<file path="config.mk">
export PLATFORM = sky130hd
export DESIGN_NAME = ir_refresh_ctrl
export DESIGN_NICKNAME = d
export VERILOG_FILES = /design/src/rtl/z80_pkg.sv /design/src/rtl/ir_refresh_ctrl.sv
export SDC_FILE = /design/constraint.sdc
export NUM_CORES = 1
export LEC_CHECK = 0
export ABC_AREA = 1
export CAP_MARGIN = 20
export CORE_MARGIN = 5
export CORE_UTILIZATION = 35
export DETAILED_ROUTE_END_ITERATION = 8
export PLACE_DENSITY = 0.85
export SETUP_SLACK_MARGIN = 0.15
export SLEW_MARGIN = 20
export SYNTH_ARGS = -nofsm -noshare
export SYNTH_HDL_FRONTEND = slang
export SYNTH_SLANG_ARGS = --single-unit
</file>
<file path="constraint.sdc">
create_clock -name clk -period 2 [get_ports clk]
set_input_delay 0.4 -clock clk [delete_from_list [all_inputs] [get_ports clk]]
set_output_delay 0.4 -clock clk [all_outputs]
set_load 0.02 [all_outputs]
</file>
<file path="src/rtl/z80_pkg.sv">
// ----------------------------------------------------------------------------
// z80_pkg
// Shared Z80 definitions used by the I/R refresh controller.
//   ir_m1_state_t   : opcode-fetch (M1) machine-cycle states
//   R_REFRESH_MASK  : mask for the 7 counting bits of the refresh register R
//   r_refresh_next  : next R value after one M1 (bit 7 kept, bits 6:0 wrap)
// ----------------------------------------------------------------------------
package z80_pkg;

    typedef enum logic [2:0] {
        M1_IDLE = 3'd0,
        M1_T1   = 3'd1,
        M1_T2   = 3'd2,
        M1_T3   = 3'd3,
        M1_T4   = 3'd4
    } ir_m1_state_t;

    // Only R[6:0] counts; R[7] is software-owned and survives the increment.
    localparam logic [6:0] R_REFRESH_MASK = 7'h7F;

    function automatic logic [7:0] r_refresh_next(input logic [7:0] r);
        logic [6:0] low;
        low = (r[6:0] + 7'd1) & R_REFRESH_MASK;
        return {r[7], low};
    endfunction

endpackage : z80_pkg

</file>
<file path="src/rtl/ir_refresh_ctrl.sv">
// ----------------------------------------------------------------------------
// ir_refresh_ctrl
// Sequences the Z80 opcode-fetch (M1) cycle and produces the write controls
// for the external I/R register file: refresh address and R increment during
// T3/T4, LD I,A / LD R,A writes, and the interrupt mode-2 vector-table address.
//
// Ports
//   clk        in   1   sole clock, rising edge
//   reset      in   1   asynchronous, active-low
//   m1_start   in   1   one-cycle request to begin an M1 cycle
//   ld_i_a     in   1   execute LD I,A this cycle
//   ld_r_a     in   1   execute LD R,A this cycle
//   a_in       in   8   accumulator value for LD I,A / LD R,A
//   im2_ack    in   1   mode-2 interrupt acknowledge strobe
//   vec_in     in   8   vector byte from the data bus
//   reg_i      in   8   current I from the register file
//   reg_r      in   8   current R from the register file
//   i_wr       out  1   write strobe for I     (combinational)
//   i_in       out  8   write data for I       (combinational)
//   r_wr       out  1   write strobe for R     (combinational)
//   r_in       out  8   write data for R       (combinational)
//   rfsh       out  1   refresh phase (T3, T4)
//   rfsh_addr  out 16   refresh address {I, R} during refresh, else 0
//   im2_valid  out  1   one-cycle strobe, cycle after im2_ack
//   im2_addr   out 16   mode-2 vector-table address, holds between strobes
//   m1_busy    out  1   M1 sequence in progress (T1..T4)
//   m1_overrun out  1   pulse: m1_start arrived in T1..T3 and was dropped
// ----------------------------------------------------------------------------
module ir_refresh_ctrl
    import z80_pkg::*;
(
    input  logic        clk,
    input  logic        reset,
    input  logic        m1_start,
    input  logic        ld_i_a,
    input  logic        ld_r_a,
    input  logic [7:0]  a_in,
    input  logic        im2_ack,
    input  logic [7:0]  vec_in,
    input  logic [7:0]  reg_i,
    input  logic [7:0]  reg_r,
    output logic        i_wr,
    output logic [7:0]  i_in,
    output logic        r_wr,
    output logic [7:0]  r_in,
    output logic        rfsh,
    output logic [15:0] rfsh_addr,
    output logic        im2_valid,
    output logic [15:0] im2_addr,
    output logic        m1_busy,
    output logic        m1_overrun
);

    // ------------------------------------------------------------------
    // State
    // ------------------------------------------------------------------
    ir_m1_state_t state_q, state_d;

    logic       im2_valid_q;
    logic [6:0] vec_q;      // vector bits 7:1; bit 0 is forced to 0 in the address
    logic [7:0] i_lat_q;    // I as it was in the acknowledge cycle

    // NOTE: sequential state uses non-blocking assignments so every register
    // samples the pre-edge values, independent of process evaluation order.
    // Every register here has an async reset; there is no memory array, so
    // nothing is left uninitialised.
    always_ff @(posedge clk or negedge reset) begin
        if (!reset) begin
            state_q     <= M1_IDLE;
            im2_valid_q <= 1'b0;
            vec_q       <= 7'h00;
            i_lat_q     <= 8'h00;
        end else begin
            state_q     <= state_d;
            im2_valid_q <= im2_ack;
            // Latching I together with the vector means an LD I,A in the
            // acknowledge cycle cannot leak into this interrupt's address.
            if (im2_ack) begin
                vec_q   <= vec_in[7:1];
                i_lat_q <= reg_i;
            end
        end
    end

    // ------------------------------------------------------------------
    // Next state and outputs
    // ------------------------------------------------------------------
    logic in_refresh;
    logic early_phase;

    // NOTE: every output of this block is given a default first, so no
    // path through the case statement can infer a latch.
    always_comb begin
        state_d     = state_q;
        in_refresh  = 1'b0;
        early_phase = 1'b0;
        m1_busy     = 1'b0;

        unique case (state_q)
            M1_IDLE: begin
                if (m1_start) state_d = M1_T1;
            end
            M1_T1: begin
                state_d     = M1_T2;
                m1_busy     = 1'b1;
                early_phase = 1'b1;
            end
            M1_T2: begin
                state_d     = M1_T3;
                m1_busy     = 1'b1;
                early_phase = 1'b1;
            end
            M1_T3: begin
                state_d     = M1_T4;
                m1_busy     = 1'b1;
                early_phase = 1'b1;
                in_refresh  = 1'b1;
            end
            M1_T4: begin
                state_d    = m1_start ? M1_T1 : M1_IDLE;
                m1_busy    = 1'b1;
                in_refresh = 1'b1;
            end
            default: begin
                state_d = M1_IDLE;
            end
        endcase
    end

    // Refresh address is only meaningful while refreshing; zero otherwise so
    // downstream bus muxing can simply OR it in.
    always_comb begin
        rfsh      = in_refresh;
        rfsh_addr = in_refresh ? {reg_i, reg_r} : 16'h0000;
    end

    // A start request that lands mid-fetch is dropped; only T4 may chain.
    always_comb begin
        m1_overrun = reset & m1_start & early_phase;
    end

    // ------------------------------------------------------------------
    // Register-file write controls
    // ------------------------------------------------------------------
    // The write strobes are gated by reset so that nothing is written into
    // I/R while the controller itself is held in reset.
    always_comb begin
        i_wr = 1'b0;
        i_in = 8'h00;
        r_wr = 1'b0;
        r_in = 8'h00;

        if (reset) begin
            if (ld_i_a) begin
                i_wr = 1'b1;
                i_in = a_in;
            end

            // LD R,A overrides the T4 increment; the increment is lost.
            if (ld_r_a) begin
                r_wr = 1'b1;
                r_in = a_in;
            end else if (state_q == M1_T4) begin
                r_wr = 1'b1;
                r_in = r_refresh_next(reg_r);
            end
        end
    end

    // ------------------------------------------------------------------
    // Mode-2 interrupt address
    // ------------------------------------------------------------------
    always_comb begin
        im2_valid = im2_valid_q;
        im2_addr  = {i_lat_q, vec_q, 1'b0};
    end

endmodule : ir_refresh_ctrl

</file>
==> run metrics, run 1 <==
count of final hold-check violations=0; initial antenna violation count=0; Overall Global Routing Usage=0.1831; die height=67.04 µm; kind of critical path=register to output pin; Syn Inst Count=around 160; CP Max Fanout=7; DRC=0; multiplexer share of the synthesized area=0.06923; layout cells sized above 1=0.3271; largest family of logic cells by synthesized area=simple AND/OR/NAND/NOR gates; WP data required=~1.6 ns; Worst setup SP type=register; most area-consuming cells after synthesis=dfrtp_1 42%, nor2_1 13%, inv_1 9.6%; Multi-input gate area=around 580 µm²; final max-slew violation count=0; met2 GRT Util=0.3448; Peak VDD IR=around 0.84 mV; H-Tree Depth=1; Worst Setup End Kind=output pin; num rows=20; detailed placement HPWL=3.244 mm; Syn-to-layout area delta=100.0%; mean area per synthesized cell=~7.3 µm²; root buf cell=clkbuf_4; sequential element share of the synthesized area=0.4176; largest net degree at the start of global routing=13; Via density=between 4 and 5; ys async rst share=1.000; Hold WS=about 0.25 ns; Post-Synth XOR/XNOR Area=0.007692; Pre-Repair DR Iteration Count=4; fillers=~240; Worst EP arrival=1.53 ns; first-pass GRT wire length=about 6.4 mm; CTS tree=built; r2r worst-path depth=4; simple-gate share of the synthesized area=0.2440; met3 usage=0.05565; Routed Wire Length=between 4 and 5 mm; Starting DRT DRC Count=52; post-synthesis adder-cell area fraction=0.01099; number of global-route vias before repair=about 1400; total CTS buffers=3; Yosys warning total=0; #FFs+latches synth=19; gr busiest metal=met2; Die Width=roughly 67 µm; status=complete, no violations; top-count cell post-synth=nor2_1; top cell type's share of synthesized area=0.4176; Clk Latency, worst-skew pair=0.29 ns; GR Overflow Total=0; Vias=between 1000 and 1500; Syn Nets=196; die area=~4500 µm²; cell taking the most area after synthesis=dfrtp_1; maximum capacitance violations=0; Leak=about 0.0011 µW; Layout Nets=~300; CTS Sinks=19; period utilisation layout=0.9652; n_diodes=0; Clock Tree Buf Depth=2; Synth Area in Compound Gates=0.1154; Clock transition at path regs=between 0.1 and 0.15 ns; core area=3078 µm²; Final setup viols=0; Avg WL per Cell=between 10 and 15 µm; cell area after synthesis=around 1100 µm²; Post-CTS Hold Fix Bufs=0; pwr/cell area=883.3 nW/µm²; met1 usage=0.1990; Cell variety after synth=21; Main synth FF type=dfrtp_1; Fin Setup TNS=0 ns; register area=476.7 µm²; number of flops mapped to enable cells by yosys=0; Initial Utilization=0.3699; Routed Antenna Nets=0; io pins=92; Final Skew=0.0003169 ns; Fmax=between 0.5 and 0.6 GHz; Tmin final=slightly below 2 ns; IO buf count=~90; RePlAce Congestion=approximately 0.78; synth cell count leaders=40 x nor2_1, 29 x inv_1, 20 x nand2_1; hold crit path type=primary input to asynchronous set/reset pin; RSZ-0062 raised after global routing=yes
[state kept, by name, indices dropped and copies added (netlist names)]
register   flops
state_q        3
i_lat_q        8
im2_valid      1
vec_q          7
[metal layers]
layer  up-vias  part of all wire  wire [µm]
met5         -                 0          0
met4         0             0.014         57
met3         6             0.069        278
met2        42              0.54       2182
met1       643              0.37       1486
li1        706                 -          -
[where the power goes]
group	total (µW)	internal, µW	switching, µW
combinational	1300	620	681
clock	205	76.1	128
sequential	506	447	58.8
total	2010	1140	869
[worst max-delay path: stages, from the launching register on]
cell and delay [ns]:
dfrtp_1 0.44, nor2_4 0.15, buf_6 0.11, nand3_4 0.09, inv_6 0.10, nand2_2 0.06
a21oi_2 0.16, buf_6 0.14
[logic make-up after synthesis]
group           count (synthesis)
simple gates                   69
buf+inv                        36
compound gates                 23
flops                          19
mux                             7
fa+ha+maj                       1
other cells                     1
xor+xnor                        1
[through the flow]
stage          setup slack [ns]  cells  power [µW]  cell area (µm²)    util
3_5_place_dp            -0.5678    306        1730             2221  0.7215
5_1_grt                -0.04596    313        2141             2277  0.7398
6_report                0.06956    313        2012             2277  0.7398
3_3_place_gp            -0.5235    306        1714             2221  0.7215
4_1_cts                 0.03544    311        1856             2182  0.7089
2_1_floorplan            0.3508    157        1071             1139       -
[area by class of cell]
cell class,count,area share
flip-flops and latches,19,0.2093
clock buffers,3,0.009890
repair buffers,113,0.4462
clock inverters,1,0.003297
inverters,31,0.05385
multi-input cells,102,0.2533
well taps,44,0.02418
[layout by cell type (no fill, tap or decap), types with 2 or more instances in the layout]
| master | n |
|---|---|
| mux2_2 | 7 |
| nand3_2 | 2 |
| nor2_1 | 39 |
| dfrtp_1 | 18 |
| buf_4 | 42 |
| a21oi_1 | 12 |
| o21ai_0 | 3 |
| nor2_4 | 2 |
| nand2_1 | 15 |
| a21oi_2 | 5 |
| dlygate4sd2_1 | 8 |
| nand2_2 | 5 |
| buf_6 | 8 |
| clkdlybuf4s50_1 | 45 |
| clkdlybuf4s15_1 | 5 |
| inv_1 | 28 |
| nand3_1 | 4 |
| clkbuf_4 | 3 |
| clkbuf_2 | 3 |
[worst paths after layout]
path	start	end	slack, ns
min in group clk	vec_q[4]$_DFFE_PN0P_	vec_q[4]$_DFFE_PN0P_	0.52
hold / removal	reset	i_lat_q[4]$_DFFE_PN0P_	0.25
setup reg to reg	state_q[2]$_DFFE_PN0P_	state_q[0]$_DFFE_PN0P_	0.99
max in group asynchronous	reset	i_lat_q[1]$_DFFE_PN0P_	1.56
hold reg to reg	vec_q[4]$_DFFE_PN0P_	vec_q[4]$_DFFE_PN0P_	0.52
setup / recovery	state_q[1]$_DFFE_PN0P_	r_in[0]	0.07
[what timing repair did]
action                     CTS  global route
resized for setup          153            43
setup endpoints to repair   37            35
pin swaps                    7             6
setup buffers                1             2
Note: power is estimated with default switching activity, not from simulation.
==> inputs of run 2 (changes only) <==
--- a/config.mk
+++ b/config.mk
@@ -6,7 +6,7 @@
 export NUM_CORES = 1
 export LEC_CHECK = 0
 export ABC_AREA = 1
-export CAP_MARGIN = 20
+export CAP_MARGIN = 5
 export CORE_MARGIN = 5
 export CORE_UTILIZATION = 35
 export DETAILED_ROUTE_END_ITERATION = 8
==> results of run 2 <==
Final layout, timing and power as in run 1 (identical DEF).
